===== src/rtl/i_fetch.sv =====
// i_fetch: instruction fetch stage with IF/ID register, 1-entry stall buffer and redirect.
// Optional delivered-instruction counter is built only when IF_PERF_CNT_EN is defined.
module i_fetch #(
  parameter logic [31:0] RESET_PC = 32'h0000_0000
) (
  input  logic        clk,
  input  logic        rst_n,
  input  logic        stall_in,
  input  logic        redirect_in,
  input  logic [31:0] target_in,
  output logic        imem_req_out,
  output logic [31:0] imem_addr_out,
  input  logic        imem_ready_in,
  input  logic [31:0] imem_rdata_in,
  output logic [31:0] instruction_out,
  output logic [31:0] npc_out,
  output logic        valid_out,
  output logic [31:0] fetch_count_out
);
  localparam logic [0:0] FETCH = 1'b0;
  localparam logic [0:0] HOLD  = 1'b1;
  logic [0:0]  state_q, state_d;
  logic [31:0] pc_q, pc_d, buf_q, buf_d, instr_q, instr_d, npc_q, npc_d;
  logic        valid_q, valid_d, hs, deliver;
  logic [31:0] pc_inc;
  assign pc_inc          = pc_q + 32'd4;
  assign imem_req_out    = rst_n && state_q == FETCH;
  assign imem_addr_out   = pc_q;
  assign hs              = imem_req_out && imem_ready_in;
  assign deliver         = !redirect_in && !stall_in && (state_q == HOLD || hs);
  assign instruction_out = instr_q;
  assign npc_out         = npc_q;
  assign valid_out       = valid_q;
  // While in HOLD the pc still points at the buffered word, so pc+4 is its npc.
  always_comb begin
    state_d = state_q;
    pc_d    = pc_q;
    buf_d   = buf_q;
    instr_d = instr_q;
    npc_d   = npc_q;
    valid_d = valid_q;
    if (redirect_in) begin
      state_d = FETCH;
      pc_d    = target_in & ~32'h3;
      instr_d = '0;
      valid_d = 1'b0;
    end else if (!stall_in) begin
      state_d = FETCH;
      valid_d = deliver;
      instr_d = state_q == HOLD ? buf_q : hs ? imem_rdata_in : '0;
      npc_d   = deliver ? pc_inc : npc_q;
      pc_d    = deliver ? pc_inc : pc_q;
    end else if (hs) begin
      state_d = HOLD;
      buf_d   = imem_rdata_in;
    end
  end
  always_ff @(posedge clk or negedge rst_n) begin
    if (!rst_n) begin
      state_q <= FETCH;
      pc_q    <= RESET_PC & ~32'h3;
      buf_q   <= '0;
      instr_q <= '0;
      npc_q   <= '0;
      valid_q <= 1'b0;
    end else begin
      state_q <= state_d;
      pc_q    <= pc_d;
      buf_q   <= buf_d;
      instr_q <= instr_d;
      npc_q   <= npc_d;
      valid_q <= valid_d;
    end
  end
`ifdef IF_PERF_CNT_EN
  logic [31:0] cnt_q;
  always_ff @(posedge clk or negedge rst_n) begin
    if (!rst_n) cnt_q <= '0;
    else if (deliver && cnt_q != 32'hFFFF_FFFF) cnt_q <= cnt_q + 32'd1;
  end
  assign fetch_count_out = cnt_q;
`else
  assign fetch_count_out = '0;
`endif
endmodule


===== config.mk =====
export PLATFORM = sky130hd
export DESIGN_NAME = i_fetch
export DESIGN_NICKNAME = d
export VERILOG_FILES = /design/src/rtl/i_fetch.sv
export SDC_FILE = /design/constraint.sdc
export NUM_CORES = 1
export LEC_CHECK = 0
export CAP_MARGIN = 20
export CORE_MARGIN = 2
export CORE_UTILIZATION = 51
export CTS_CLUSTER_DIAMETER = 60
export DETAILED_ROUTE_END_ITERATION = 12
export PLACE_DENSITY = 0.87
export SLEW_MARGIN = 20
export SYNTH_ARGS = -nofsm -noshare
export SYNTH_HDL_FRONTEND = slang
export SYNTH_SLANG_ARGS = --single-unit

===== constraint.sdc =====
create_clock -name clk -period 5.25 [get_ports clk]
set_clock_uncertainty 0.2 [all_clocks]
set_input_delay 1.575 -clock clk [delete_from_list [all_inputs] [get_ports clk]]
set_output_delay 1.575 -clock clk [all_outputs]
set_load 0.1 [all_outputs]

==> flow_summary_export.csv, run 1 <==
group,metric,value,unit
synth,syn_area,6260,sq um
global_route,grt_pass1_vias,5260,
synth,ys_types,36,
place,post-place-cells,922,
routing,wl_met2,8060,um
run_status,status,"complete, no violations",
timing,setup_viol,0,
routing,drt-total-wl,16200,um
synth,synth-simple-area-share,16.4,%
place,portBuffers,160,
clock_tree,clockBufferDepth,2,
clock_tree,cts-htree-levels,4,
worst_setup_path,crit_fanout,7,
synth,synth_common_cells,"dfrtp_1, nor2_1, a21oi_1",
routing,first_pass_iters,4,
die,coreArea,12000,sq um
routing,wl_met1,6490,um
global_route,antenna_found_initial,0,
routing,wl_met3,1210,um
clock_tree,cts_tree,"done",
global_route,grt_pass1_wl,26200,um
synth,synth_edf_count,0,
timing,final-hold-violation-count,0,
synth,yosys_warnings,0,
die,fp-row-count,40,
timing,maxSlewViolCount,0,
routing,ant_nets,0,
worst_setup_path,required,3.48,ns
routing,post_drt_via_cell_ratio,5.49,
run,drv_cap,0,
die,dieArea,13200,sq um
worst_setup_path,cp-start-kind,"flip-flop",
global_route,overflow,0,
synth,synth_xor_area_share,7.98,%
worst_setup_path,path_buf_inv,1,
power,p_leak,3.41,nW
synth,synth_top_area_cell,"dfrtp_1",
final_layout,antennaDiodeCount,0,
timing,fin_crit_sh,74.8,%
clock_tree,clk_latency,0.42,ns
clock_tree,cts.clk_slew.worst_paths,0.06,ns
place,gp_congestion,0.910,
timing,tightestPinTransition,1.04,ns
die,io_pins,199,
worst_setup_path,critPathTopFamily,"buffers and inverters",
synth,yosys.area_share.adder,0.200,%
timing,max_freq,254,MHz
worst_setup_path,cp_slowest_cell,"clkdlybuf4s50_1",
die,initial_core_util,52.1,%
power,powerDensity,442,nW/um^2
final_layout,final_cells,954,
clock_tree,clkSinkCount,126,
worst_setup_path,worst_path_largest_cell_delay,1.20,ns
timing,setup_tns,0,ns
global_route,grt_max_degree,90,
worst_setup_path,crit_chain,"clkdlybuf4s50_1",
synth,synth_top_area_share,50.4,%
routing,highest-signal-layer,"met4",
die,die_x,115,um
worst_setup_path,worst_setup_path_end_kind,"output pin",
synth,synth_compound_area_share,11.4,%
synth,synth.area.top_cells,"dfrtp_1, nor2_1, mux2_2",
place,dp_hpwl,10900,um
synth,synth_flop_cell,"dfrtp_1",
synth,netlist_instances,651,
timing,rsz0062_at_grt,"no",
synth,synth-seq-cells,126,
synth,yosysSeqAreaShare,50.4,%
global_route,track_usage,25.7,%
power,vdd_ir_drop_max,229,uV
routing,vias,5235,
timing,maxSlewHeadroom,30.8,%
worst_setup_path,critical_path_arrival,2.15,ns
synth,muxShareOfSynthArea,6.10,%
synth,synth_top_family_by_area,"simple AND/OR/NAND/NOR gates",
timing,post-route-min-period,3.93,ns
synth,synthArstFlopShare,100,%
clock_tree,hold_buffers,0,
routing,drt_iter0_drc,369,
clock_tree,post_cts_buffers,0,
clock_tree,cts_buffers,17,
synth,syn_area_per_cell,9.61,sq um
clock_tree,cts_resized,0,
clock_tree,clockRootBuffer,"clkbuf_16",
worst_setup_path,crit_type,"reg -> out",
routing,wire_per_inst,17.0,um
final_layout,synthToLayoutAreaGrowth,34.7,%
routing,drt_drc_violations_left,0,
die,fp.dieH,115,um
final_layout,drive_gt1_share,11.2,%
synth,yosys.cell_count.top_type,"dfrtp_1",
final_layout,fin_nets,864,
hold_path,hp-class,"reg -> reg",
==> per-stage QoR <==
step | cell area, sq um | setup WS (ns) | power, mW | utilization [%] | hold WS (ns)
final | 8430 | 1.32 | 3.72 | 70.1 | 0.310
after global placement | 7800 | 1.09 | 2.49 | 65.0 | 0.290
after detailed placement | 7800 | 0.984 | 2.52 | 65.0 | 0.297
after floorplan | 6390 | 0.566 | 2.21 | - | 0.282
after global routing | 8430 | 1.18 | 3.85 | 70.1 | 0.318
after CTS | 8420 | 1.31 | 3.74 | 70.1 | 0.310
==> worst paths after layout <==
path,start,end,slack [ns],cells after the start
max,imem_addr_out[15],imem_addr_out[15],1.32,1
min,buf_q[4],buf_q[4],0.31,1
max reg2reg,state_q,npc_out[27],2.47,7
min reg2reg,buf_q[4],buf_q[4],0.31,1
max in group asynchronous,rst_n,npc_out[17],2.66,3
min in group asynchronous,rst_n,instruction_out[21],1.01,2
==> final cells by class <==
| type | instances | area [sq um] |
|---|---|---|
| multi-input cells | 475 | 2770 |
| clock buffers | 21 | 480 |
| clock inverters | 11 | 138 |
| inverters | 3 | 11.3 |
| flip-flops and latches | 126 | 3150 |
| fillers | 855 | 3590 |
| well taps | 147 | 184 |
| repair buffers | 171 | 1690 |
==> power by group <==
| group | switching [mW] | total (mW) | internal [mW] | leakage [nW] |
|---|---|---|---|---|
| combinational | 0.966 | 1.28 | 0.310 | 1.55 |
| sequential | 0.118 | 1.23 | 1.12 | 1.56 |
| clock | 0.423 | 1.21 | 0.791 | 0.301 |
==> routing by layer <==
metal	vias to the layer above	track usage, %
li1	2431	-
met1	2558	31.7
met2	212	42.0
met3	34	7.91
met4	0	11.2
met5	-	0
==> sequential cells by signal, summed over array words and instances, names as in the netlist <==
register and flops:
npc_out 30, buf_q 32, instruction_out 32, state_q 1, valid_out 1, imem_addr_out 30
==> cell families after synthesis <==
logic type,count (synthesis)
XOR/XNOR,57
adder cells (fa/ha/maj),1
buffers and inverters,85
flip-flops,126
other,1
AO/OA/AOI/OAI,126
AND/OR/NAND/NOR,221
multiplexers,34
==> placed cells by master (no fill, tap or decap), types with 4 or more instances in the layout <==
cell	synthesis	routed
clkdlybuf4s50_1	0	156
dfrtp_1	126	126
nor2_1	110	109
a21oi_1	62	62
nand2_1	45	45
conb_1	1	36
mux2_2	33	33
a22oi_1	32	32
xor2_1	29	29
xnor2_1	28	28
o21ai_0	25	25
nand3_1	20	20
clkbuf_16	0	17
nand4_1	13	13
buf_4	37	11
nor3_1	8	8
o21ai_1	6	6
clkinv_2	0	5
nor4_1	4	4
nor4_2	4	4
clkbuf_8	0	4
Note: power is estimated with default switching activity, not from simulation.
==> run 2, diff against run 1 <==
CORE_UTILIZATION = 47   (was 51)
PLACE_DENSITY = 0.81   (was 0.87)
clock period = 3.9 ns   (was 5.25 ns; I/O delays follow)
==> run 2 against run 1 <==
Compared with the run above: non-clock buffer count decreased by 1; worst hold slack is essentially flat; largest cell class unchanged; wire length is 0.79% lower; largest power group is now registers; critical path type is now in -> out; clock power grew 26%; combinational power rose by 30%.
==> flow_summary_export.csv, run 2 (synthesis results as in run 1) <==
group,metric,value,unit
timing,setup_tns,0,ns
clock_tree,clk_latency,0.41,ns
routing,drt-total-wl,16000,um
timing,fin_crit_sh,82.5,%
routing,vias,5224,
final_layout,fin_nets,863,
final_layout,final_cell_mix,"dfrtp_1, nor2_1, buf_4",
timing,post-route-min-period,3.22,ns
worst_setup_path,worst_setup_path_end_kind,"output pin",
clock_tree,cts_resized,0,
clock_tree,cts_buffers,17,
final_layout,synthToLayoutAreaGrowth,30.9,%
worst_setup_path,cp-endpoint,"imem_req_out",
place,gp_congestion,0.872,
worst_setup_path,crit_fanout,25,
final_layout,final_cells,980,
final_layout,final_util,62.3,%
final_layout,antennaDiodeCount,0,
clock_tree,clkSinkCount,126,
hold_path,hp-class,"reg -> reg",
timing,rsz0062_at_grt,"no",
power,power.net_switching,2.00,mW
die,fp.dieH,119,um
global_route,grt_pass1_wl,25500,um
routing,drt_drc_violations_left,0,
routing,drt_iter0_drc,422,
clock_tree,clockRootBuffer,"clkbuf_16",
final_layout,mostFrequentLayoutCell,"dfrtp_1",
worst_setup_path,critical_path_arrival,1.85,ns
die,dieArea,14200,sq um
global_route,grt_pass1_vias,5105,
place,post-place-ws,0.560,ns
worst_setup_path,crit_type,"in -> out",
worst_setup_path,ff2ff_path_depth,6,
global_route,met3_usage,6.32,%
global_route,gr-usage-met1,28.4,%
worst_setup_path,rrSetupSlack,1.22,ns
final_layout,fillers,1087,
routing,ant_nets,0,
die,die_x,119,um
worst_setup_path,cp-start-kind,"input port",
clock_tree,post_cts_buffers,0,
timing,max_freq,311,MHz
global_route,overflow,0,
power,p_leak,3.51,nW
clock_tree,cts-htree-levels,4,
clock_tree,clockBufferDepth,2,
place,dp_hpwl,11000,um
timing,maxSlewHeadroom,35.9,%
routing,first_pass_iters,4,
worst_setup_path,r2r_end,"imem_addr_out[22]",
timing,layout_setup_ws,0.681,ns
worst_setup_path,startpoint,"rst_n",
timing,hold_ws,0.310,ns
power,combinationalPowerShare,34.3,%
final_layout,drive_gt1_share,22.0,%
timing,maxSlewViolCount,0,
global_route,use_met2,37.1,%
timing,tightestPinTransition,0.953,ns
power,seqPwrFrac,34.3,%
global_route,antenna_found_initial,0,
worst_setup_path,required,2.53,ns
power,powerDensity,593,nW/um^2
routing,wire_per_inst,16.4,um
clock_tree,cts_tree,"done",
global_route,grt-busiest-layer,"met2",
worst_setup_path,reg2reg_from,"imem_addr_out[2]",
power,clockPowerShare,31.3,%
power,swShare,41.1,%
die,initial_core_util,47.6,%
clock_tree,cts.clk_slew.worst_paths,0.05,ns
run_status,status,"complete, no violations",
place,post-place-cells,950,
global_route,grt_max_degree,81,
global_route,track_usage,22.7,%
die,fp-row-count,42,
clock_tree,hold_buffers,0,
timing,final-hold-violation-count,0,
run,drv_cap,0,
place,portBuffers,160,
die,io_pins,199,
die,coreArea,13100,sq um
power,power.internal,2.86,mW
timing,setup_viol,0,
routing,post_drt_via_cell_ratio,5.33,
power,vdd_ir_drop_max,332,uV
-- run 2: cell types whose count changed in the layout (fill, tap and decap cells not counted), sizes merged --
cell           change
clkinvlp           -2
clkdlybuf4s50     -93
clkbuf             +2
buf               +92
bufinv             -1
clkinv             -1
-- run 2: per-stage QoR --
step | total power [mW] | cell area, sq um
after floorplan | 2.97 | 6390
after global placement | 3.32 | 7620
after detailed placement | 3.35 | 7620
after CTS | 4.88 | 8180
after global routing | 5.02 | 8190
final | 4.85 | 8190
-- run 2: layout make-up --
cell class | count | area (sq um) | share of cell area, %
sequential | 126 | 3150 | 38.5
multi-input combinational | 475 | 2770 | 33.9
timing repair buffer | 170 | 1460 | 17.9
clock buffer | 23 | 478 | 5.84
tap | 176 | 220 | 2.69
clock inverter | 7 | 87.6 | 1.07
inverter | 3 | 11.3 | 0.138
-- run 2: worst max-delay path, cell delays in order --
cell,delay (ns)
buf_6,0.20
nor2b_1,0.25
buf_12,0.21
-- run 2: power groups by stage --
stage          Combinational (mW)  Sequential [mW]  Clock [mW]
5_1_grt                      1.73             1.69        1.60
2_1_floorplan               0.478             2.49           0
4_1_cts                      1.67             1.67        1.55
6_report                     1.67             1.67        1.52
3_5_place_dp                 1.67             1.68           0
3_3_place_gp                 1.65             1.67           0
-- run 2: layer usage --
metal  part of all wire, %  vias to the layer above  wire length [um]
li1                      -                     2432                 -
met5                     0                        -                 0
met3                   7.4                       30              1190
met1                    41                     2553              6520
met4                   2.5                        0               399
met2                    49                      209              7940
-- run 2: worst min path at each step --
stage,startpoint,to,cells after the start
CTS,buf_q[6],buf_q[6],1
global placement,buf_q[10],buf_q[10],1
global route,buf_q[29],buf_q[29],1
detailed placement,buf_q[6],buf_q[6],1
floorplan,buf_q[0],buf_q[0],1
finish,buf_q[29],buf_q[29],1
